## config.mk

```make
export PLATFORM = sky130hd
export DESIGN_NAME = alu_writeback_seq
export DESIGN_NICKNAME = d
export VERILOG_FILES = /design/src/rtl/alu_writeback_seq_pkg.sv /design/src/rtl/alu_writeback_seq_cond_check.sv /design/src/rtl/alu_writeback_seq.sv
export SDC_FILE = /design/constraint.sdc
export NUM_CORES = 1
export LEC_CHECK = 0
export ABC_CLOCK_PERIOD_IN_PS = 2700
export CORE_ASPECT_RATIO = 0.8
export CORE_MARGIN = 4
export CORE_UTILIZATION = 39
export DETAILED_ROUTE_END_ITERATION = 10
export GPL_TIMING_DRIVEN = 1
export PLACE_DENSITY = 0.7
export SLEW_MARGIN = 20
export SYNTH_ARGS = -nofsm -noshare
export SYNTH_HDL_FRONTEND = slang
export SYNTH_SLANG_ARGS = --single-unit
```

## constraint.sdc

```tcl
create_clock -name clk -period 2.7 [get_ports clk]
set_input_delay 0.27 -clock clk [delete_from_list [all_inputs] [get_ports clk]]
set_output_delay 0.27 -clock clk [all_outputs]
set_load 0.02 [all_outputs]
```

## src/rtl/alu_writeback_seq_pkg.sv

```systemverilog
// Shared definitions for the ALU writeback sequencer: condition codes,
// NZCV bit positions and the sequencer state encoding.
package alu_writeback_seq_pkg;

  localparam logic [3:0] COND_EQ = 4'b0000;
  localparam logic [3:0] COND_NE = 4'b0001;
  localparam logic [3:0] COND_CS = 4'b0010;
  localparam logic [3:0] COND_CC = 4'b0011;
  localparam logic [3:0] COND_MI = 4'b0100;
  localparam logic [3:0] COND_PL = 4'b0101;
  localparam logic [3:0] COND_VS = 4'b0110;
  localparam logic [3:0] COND_VC = 4'b0111;
  localparam logic [3:0] COND_HI = 4'b1000;
  localparam logic [3:0] COND_LS = 4'b1001;
  localparam logic [3:0] COND_GE = 4'b1010;
  localparam logic [3:0] COND_LT = 4'b1011;
  localparam logic [3:0] COND_GT = 4'b1100;
  localparam logic [3:0] COND_LE = 4'b1101;
  localparam logic [3:0] COND_AL = 4'b1110;

  localparam int FLAG_N = 3;
  localparam int FLAG_Z = 2;
  localparam int FLAG_C = 1;
  localparam int FLAG_V = 0;

  typedef logic [1:0] wb_state_t;
  localparam wb_state_t IDLE  = 2'd0;
  localparam wb_state_t WB_LO = 2'd1;
  localparam wb_state_t WB_HI = 2'd2;

endpackage

```

## src/rtl/alu_writeback_seq_cond_check.sv

```systemverilog
// Combinational ARM condition decoder: cond field + NZCV -> execute flag.
// Shared with the branch logic, so it carries no state.
module cond_check
  import alu_writeback_seq_pkg::*;
(
  input  logic [3:0] cond,
  input  logic [3:0] nzcv,
  output logic       cond_ex
);

  logic n, z, c, v;

  assign n = nzcv[FLAG_N];
  assign z = nzcv[FLAG_Z];
  assign c = nzcv[FLAG_C];
  assign v = nzcv[FLAG_V];

  always_comb begin
    cond_ex = 1'b1;
    case (cond)
      COND_EQ: cond_ex = z;
      COND_NE: cond_ex = !z;
      COND_CS: cond_ex = c;
      COND_CC: cond_ex = !c;
      COND_MI: cond_ex = n;
      COND_PL: cond_ex = !n;
      COND_VS: cond_ex = v;
      COND_VC: cond_ex = !v;
      COND_HI: cond_ex = c && !z;
      COND_LS: cond_ex = !c || z;
      COND_GE: cond_ex = (n == v);
      COND_LT: cond_ex = (n != v);
      COND_GT: cond_ex = !z && (n == v);
      COND_LE: cond_ex = z || (n != v);
      COND_AL: cond_ex = 1'b1;
      // 4'b1111 behaves as AL
      default: cond_ex = 1'b1;
    endcase
  end

endmodule

```

## src/rtl/alu_writeback_seq.sv

```systemverilog
// ALU writeback sequencer: condition check, NZCV update and one/two beat
// register-file writes. Optional perf counters under WB_PERF_CNT_EN.
module alu_writeback_seq
  import alu_writeback_seq_pkg::*;
#(
  parameter int DW = 32,
  parameter int AW = 4
) (
  input  logic          clk,
  input  logic          reset,
  input  logic          op_valid,
  output logic          op_ready,
  input  logic [DW-1:0] result_lo,
  input  logic [DW-1:0] result_hi,
  input  logic [3:0]    alu_flags,
  input  logic [3:0]    cond,
  input  logic [1:0]    flag_w,
  input  logic          reg_write,
  input  logic          is_long,
  input  logic [AW-1:0] rd_lo,
  input  logic [AW-1:0] rd_hi,
  output logic          rf_we,
  output logic [AW-1:0] rf_wa,
  output logic [DW-1:0] rf_wd,
  input  logic          rf_ready,
  output logic [3:0]    flags,
  output logic          cond_ex,
  output logic          done
`ifdef WB_PERF_CNT_EN
  ,
  output logic [15:0]   exec_cnt,
  output logic [15:0]   squash_cnt
`endif
);

  wb_state_t     state;
  logic [DW-1:0] lo_q, hi_q;
  logic [AW-1:0] rd_lo_q, rd_hi_q;
  logic          long_q;
  logic          accept;

  cond_check u_cond_check (
    .cond    (cond),
    .nzcv    (flags),
    .cond_ex (cond_ex)
  );

  assign op_ready = (state == IDLE);
  assign accept   = op_valid && op_ready;

  // Control: state, architectural flags and the completion pulse
  always_ff @(posedge clk or posedge reset) begin
    if (reset) begin
      state <= IDLE;
      flags <= 4'b0000;
      done  <= 1'b0;
    end else begin
      done <= 1'b0;
      case (state)
        IDLE: begin
          if (accept) begin
            if (cond_ex) begin
              if (flag_w[1]) begin
                flags[FLAG_N] <= alu_flags[FLAG_N];
                flags[FLAG_Z] <= alu_flags[FLAG_Z];
              end
              if (flag_w[0]) begin
                flags[FLAG_C] <= alu_flags[FLAG_C];
                flags[FLAG_V] <= alu_flags[FLAG_V];
              end
            end
            if (cond_ex && reg_write) state <= WB_LO;
            else                      done  <= 1'b1;
          end
        end
        WB_LO: begin
          if (rf_ready) begin
            if (long_q) begin
              state <= WB_HI;
            end else begin
              state <= IDLE;
              done  <= 1'b1;
            end
          end
        end
        WB_HI: begin
          if (rf_ready) begin
            state <= IDLE;
            done  <= 1'b1;
          end
        end
        default: state <= IDLE;
      endcase
    end
  end

  // Captured operands; only executed operations overwrite them
  always_ff @(posedge clk or posedge reset) begin
    if (reset) begin
      lo_q    <= '0;
      hi_q    <= '0;
      rd_lo_q <= '0;
      rd_hi_q <= '0;
      long_q  <= 1'b0;
    end else if (accept && cond_ex) begin
      lo_q    <= result_lo;
      hi_q    <= result_hi;
      rd_lo_q <= rd_lo;
      rd_hi_q <= rd_hi;
      long_q  <= is_long;
    end
  end

  // Write port driven purely from state so it holds steady across stalls
  always_comb begin
    rf_we = 1'b0;
    rf_wa = '0;
    rf_wd = '0;
    case (state)
      WB_LO: begin
        rf_we = 1'b1;
        rf_wa = rd_lo_q;
        rf_wd = lo_q;
      end
      WB_HI: begin
        rf_we = 1'b1;
        rf_wa = rd_hi_q;
        rf_wd = hi_q;
      end
      default: ;
    endcase
  end

`ifdef WB_PERF_CNT_EN
  always_ff @(posedge clk or posedge reset) begin
    if (reset) begin
      exec_cnt   <= 16'd0;
      squash_cnt <= 16'd0;
    end else if (accept) begin
      if (cond_ex) exec_cnt   <= exec_cnt + 16'd1;
      else         squash_cnt <= squash_cnt + 16'd1;
    end
  end
`endif

endmodule

```

==> results of run 1 <==
## sequential cells by signal (all words and copies together) (netlist names)
name,flops
done,1
rd_hi_q,4
lo_q,32
long_q,1
flags,4
state,2
rd_lo_q,4
hi_q,32
## final cells by class
class	instances	area (um^2)	area share, %
Inverter	7	27.5	0.482
Clock inverter	6	92.6	1.62
Clock buffer	10	229	4.01
Timing Repair Buffer	144	1490	26.1
Tap cell	136	170	2.98
Sequential cell	80	2000	35.0
Multi-Input combinational cell	191	1700	29.8
## final timing paths
path / start / endpoint / depth (start not counted)
worst min register to register: hi_q[12] / hi_q[12] / 1
worst max-delay path: state[0] / rf_wd[30] / 5
min in group clk: hi_q[12] / hi_q[12] / 1
max in group asynchronous: reset / lo_q[29] / 3
worst min-delay path: reset / hi_q[19] / 2
worst max register to register: flags[0] / hi_q[16] / 8
## cell usage in the layout, fill, tap and decap left out, drive strengths merged, types with 2 or more instances in the layout
cell type	count
o32ai	2
clkdlybuf4s50	129
clkinvlp	2
buf	13
clkbuf	10
nor3b	2
mux2	77
nor2	3
nor3	2
dfrtp	80
nor2b	38
nand2b	3
clkinv	2
inv	7
xnor2	2
a22oi	37
dlymetal6s2s	2
mux2i	2
and3b	2
bufinv	2
nand2	4
ha	4
## routing by layer
layer  up-vias  GRT usage (%)  wire (um)
met1      1410           23.3       4530
met4         0           4.01         53
met3         9           5.84        675
met2        95           26.2       4440
met5         -              0          0
li1       1341              -          -
## per-stage QoR
stage / utilization, % / area (um^2) / setup WS (ps) / TNS (ps)
after floorplan: - / 3850 / 378 / 0
after global placement: 55.7 / 5380 / 21.7 / 0
after detailed placement: 55.7 / 5380 / -112 / -5050
after CTS: 59.1 / 5700 / 17.6 / 0
after global routing: 59.2 / 5710 / 7.55 / 0
final: 59.2 / 5710 / 126 / 0
## cell families after synthesis
| logic type | synth area share [%] |
|---|---|
| fa+ha+maj | 1.30 |
| buf+inv | 3.94 |
| compound gates | 9.63 |
| simple gates | 9.37 |
| flops | 52.0 |
| mux | 23.1 |
| xor+xnor | 0.683 |
## synth_stat cells (2+ instances only)
cell type / number
nor2_1: 2
nand2_1: 4
and3b_1: 2
mux2i_1: 2
nor3_1: 2
ha_1: 4
nor2b_1: 38
xnor2_1: 2
clkbuf_1: 8
nor3b_1: 2
nand2b_1: 3
o32ai_1: 2
a22oi_1: 37
dfrtp_1: 80
buf_1: 3
inv_1: 7
buf_6: 7
mux2_2: 77
## critical path: cells and delay by family (launching register included)
kind | cells | cell delay (ps)
flops | 1 | 400
simple gates | 1 | 200
fa+ha+maj | 1 | 460
buf+inv | 3 | 910
## report_power, final
group	total [mW]	internal, mW	switching (mW)
clock network	1.29	0.815	0.479
logic	2.72	1.53	1.18
registers	2.16	1.82	0.343
total	6.17	4.16	2.01
## what timing repair did
item | CTS | global route
hold endpoints to repair | 0 | 0
endpoints found under the setup margin | 0 | 18
gates resized for setup | 0 | 4
buffers inserted | 0 | 0
==> results.cfg, run 1 <==
[outcome]
status = finished clean

[floorplanning]
dieArea_um2 = 11500
die_w_um = 119
initial_utilization_pct = 39.9
fp.dieH_um = 96.8
boundaryPins = 132
row_count = 32
core-area_um2 = 9650

[drt]
vias = 2855
route.detailed.drc = 0
ant_nets = 0
first_iter_violations = 134
avgViaCountPerCell = 4.97
drtPass1Iterations = 4
wl_um = 9700
wl_per_cell_um = 16.9

[final_layout]
layout.cells.non_filler = 574
num-fill-cells = 797
drive_gt1_share_pct = 25.3
nets = 525
syn_to_final_growth_pct = 48.5
antennaDiodeCount = 0

[cts]
worstSkewPairLatency_ps = 330
clkTransAtPathRegs_ps = 60
cts_max_path_buffers = 2
cts_made_buffers = 9
htreeDepth = 3
cts_tree = done
clockRootBuffer = clkbuf_16
cts.sinks = 80
postCtsHoldBufs = 0

[placed_design]
hpwl_um = 6770
gp_congestion = 0.798
place.detailed.instances = 558
portBuffers = 131

[setup_path]
cp_data_arrival_time_ps = 2300
ff2ff_setup_slack_ps = 370
endpoint_kind = primary output
cp.required_ps = 2430
crit_slowest_cell = clkdlybuf4s50_1
worst-setup-path-type = flip-flop to primary output
cpPeakStageDelay_ps = 630
cp_max_fo = 10
crit_chain = inv_1, ha_2, buf_4, nor2b_1, clkdlybuf4s50_1
worstSetupStartpointType = flip-flop

[worst_hold_path]
hp-class = input pin to async pin

[timing]
finalHoldViolations = 0
final-max-slew-violation-count = 0
rsz0062_at_grt = false
final.min_clock_period_ps = 2570
setup_viol = 0
max_freq_mhz = 388
clock-skew-final_ps = 5.60
worst_pin_slew_ps = 492
fin_crit_sh_pct = 95.3
hold_slack_ps = 278
slew_headroom_pct = 67.1

[global_route]
grt_pass1_vias = 3116
gr-total-overflow = 0
track_usage_pct = 17.1
antenna_found_initial = 0
grt_pass1_wl_um = 15900
grt_max_degree = 55

[power]
ir_drop_mv = 0.462
p_leak_nw = 2.22
power.total_mw = 6.17
power.density_nw_per_um2 = 1080

[yosys]
syn_area_um2 = 3850
ys_top_cells_by_area = dfrtp_1 52%, mux2_2 23%, a22oi_1 7.2%, nor2b_1 6.2%, buf_6 2.0%
synth_cells = 297
synth_area_leader_cell = dfrtp_1
synth_top_area_share_pct = 52.0
ys_types = 33
ys_ff_latch = 80
synthArstFlopShare_pct = 100
yosys_most_used_dff = dfrtp_1
synth_seq_area_share_pct = 52.0
postSynthAreaPerCell_um2 = 13.0
synth_warnings = 0
synth_edf_count = 0
syn_nets = 389

[job]
maxCapViolCount = 0
No activity file was read; power rests on OpenSTA's default activity.
==> run 2, diff against run 1 <==
--- a/config.mk
+++ b/config.mk
@@ -5,7 +5,7 @@
 export SDC_FILE = /design/constraint.sdc
 export NUM_CORES = 1
 export LEC_CHECK = 0
-export ABC_CLOCK_PERIOD_IN_PS = 2700
+export ABC_CLOCK_PERIOD_IN_PS = 2600
 export CORE_ASPECT_RATIO = 0.8
 export CORE_MARGIN = 4
 export CORE_UTILIZATION = 39
==> constraint.sdc (replaced) <==
create_clock -name clk -period 2.6 [get_ports clk]
set_input_delay 0.26 -clock clk [delete_from_list [all_inputs] [get_ports clk]]
set_output_delay 0.26 -clock clk [all_outputs]
set_load 0.02 [all_outputs]
==> run 2 against run 1 <==
  * Design area about the same
  * Flip-flop and latch count unchanged
  * Hold slack improved by 77 ps
  * Largest power group unchanged
  * Wire length down 3.5%
  * Clock skew grew 3.8 ps
  * Non-clock buffer count did not move
  * Critical endpoint unchanged
  * Clock-buffer cell count is 1 higher
  * Largest cell class unchanged
  * Sequential share of layout area hardly changed
  * Register-to-register slack lost 60 ps
  * Utilization barely moved
  * Global-route usage is 0.65 points lower
  * Critical path type unchanged
  * Total power rose by 2.8%
==> results.cfg, run 2 (synthesis results as in run 1) <==
[outcome]
status = finished clean

[global_route]
use_met1_pct = 23.6
antenna_found_initial = 0
grt_pass1_wl_um = 15500
gr-usage-met2_pct = 24.4
grt_max_degree = 81
track_usage_pct = 16.4
gr-max-usage-layer = met2
met3_usage_pct = 5.03
gr-total-overflow = 0
grt_pass1_vias = 2997

[placed_design]
preCtsSetupSlack_ps = -102
gp_congestion = 0.788
portBuffers = 131
placed_area_um2 = 5390
hpwl_um = 6480

[setup_path]
crit_chain = inv_1, ha_1, buf_12, a22oi_1, nor2b_1, clkdlybuf4s50_1
r2r_start = flags[0]
worstSetupStartpointType = flip-flop
ff2ff_setup_slack_ps = 310
endpoint = rf_wd[30]
cp.required_ps = 2340
startpoint = state[1]
worst-setup-path-type = flip-flop to primary output
cp_max_fo = 39
cp_data_arrival_time_ps = 2220
endpoint_kind = primary output
cpPeakStageDelay_ps = 620
crit_slowest_cell = clkdlybuf4s50_1
r2r_cells = 8
worstReg2RegEnd = lo_q[19]

[cts]
clockRootBuffer = clkbuf_16
cts_tree = done
cts.sinks = 80
worstSkewPairLatency_ps = 320
postCtsSetupRepairBufs = 0
clkTransAtPathRegs_ps = 60
postCtsHoldBufs = 0
cts_made_buffers = 9
cts_max_path_buffers = 2
htreeDepth = 3

[drt]
first_iter_violations = 195
drtPass1Iterations = 4
wl_per_cell_um = 16.3
ant_nets = 0
vias = 2831
route.detailed.drc = 0
avgViaCountPerCell = 4.93
wl_um = 9360

[floorplanning]
dieArea_um2 = 11500
initial_utilization_pct = 39.9
row_count = 32
boundaryPins = 132
die_w_um = 119
fp.dieH_um = 96.8
core-area_um2 = 9650

[power]
switchingPower_mw = 2.06
ir_drop_mv = 0.440
power.density_nw_per_um2 = 1110
clock_power_share_pct = 20.1
intPower_mw = 4.28
p_leak_nw = 2.26
combPwrFrac_pct = 44.5
p_sw_share_pct = 32.5
seqPwrFrac_pct = 35.4
power.total_mw = 6.34

[final_layout]
largestRegisters = hi_q: 32 flops, lo_q: 32 flops
syn_to_final_growth_pct = 48.6
layout_common_cells = 127 x clkdlybuf4s50_1, 80 x dfrtp_1, 77 x mux2_2, 38 x nor2b_1, 37 x a22oi_1
antennaDiodeCount = 0
stdcell_area_um2 = 5720
final_common_cell = clkdlybuf4s50_1
nets = 525
drive_gt1_share_pct = 25.1

[timing]
final.min_clock_period_ps = 2480
worst_pin_slew_ps = 421
fin_ws_ps = 123
finalHoldViolations = 0
max_freq_mhz = 404
slew_headroom_pct = 71.8
rsz0062_at_grt = false
fin_crit_sh_pct = 95.3
hold_slack_ps = 355
final-max-slew-violation-count = 0
clock-skew-final_ps = 9.44
setup_viol = 0

[job]
maxCapViolCount = 0

[worst_hold_path]
hp-class = input pin to async pin
run 2: worst min-delay path by stage:
| stage | start | slack (ps) | cells past startpoint | endpoint |
|---|---|---|---|---|
| floorplan | result_hi[0] | 410 | 1 | hi_q[0] |
| global placement | hi_q[31] | 490 | 1 | hi_q[31] |
| detailed placement | lo_q[31] | 500 | 1 | lo_q[31] |
| CTS | reset | 380 | 3 | flags[1] |
| global route | reset | 400 | 3 | lo_q[19] |
| finish | reset | 360 | 3 | hi_q[18] |
run 2: area by class of cell:
type | instances | area [um^2]
Timing Repair Buffer | 144 | 1500
Clock buffer | 11 | 243
Fill cell | 800 | 3930
Sequential cell | 80 | 2000
Inverter | 7 | 27.5
Tap cell | 136 | 170
Multi-Input combinational cell | 191 | 1710
Clock inverter | 5 | 63.8
run 2: power groups by stage:
stage / clock network, mW / registers (mW) / logic [mW]
after global placement: 0 / 2.23 / 2.77
after detailed placement: 0 / 2.26 / 2.83
after CTS: 1.31 / 2.25 / 2.84
final: 1.28 / 2.24 / 2.82
after floorplan: 0 / 2.20 / 1.84
after global routing: 1.37 / 2.33 / 3.05
run 2: metrics by stage:
step / std cells / setup TNS, ps / utilization, %
floorplan: 297 / 0 / -
global placement: 558 / -1660 / 55.9
detailed placement: 558 / -5740 / 55.9
CTS: 574 / 0 / 59.1
global route: 574 / 0 / 59.2
finish: 574 / 0 / 59.2
run 2: per-layer routing:
metal  up-vias  wire length, um
met5         -                0
met4         0               43
met3         4              623
met2        95             4120
met1      1388             4570
li1       1344                -
run 2: repair_timing:
| item | 4_1_cts | 5_1_grt |
|---|---|---|
| endpoints found under the setup margin | 9 | 11 |
| resized for setup | 2 | 4 |
| pin swaps | 0 | 0 |
run 2: critical path, delay by kind of cell (launching register included):
kind	cells	cell delay [ps]
buf+inv	3	970
flops	1	420
fa+ha+maj	1	210
simple gates	1	140
compound gates	1	130
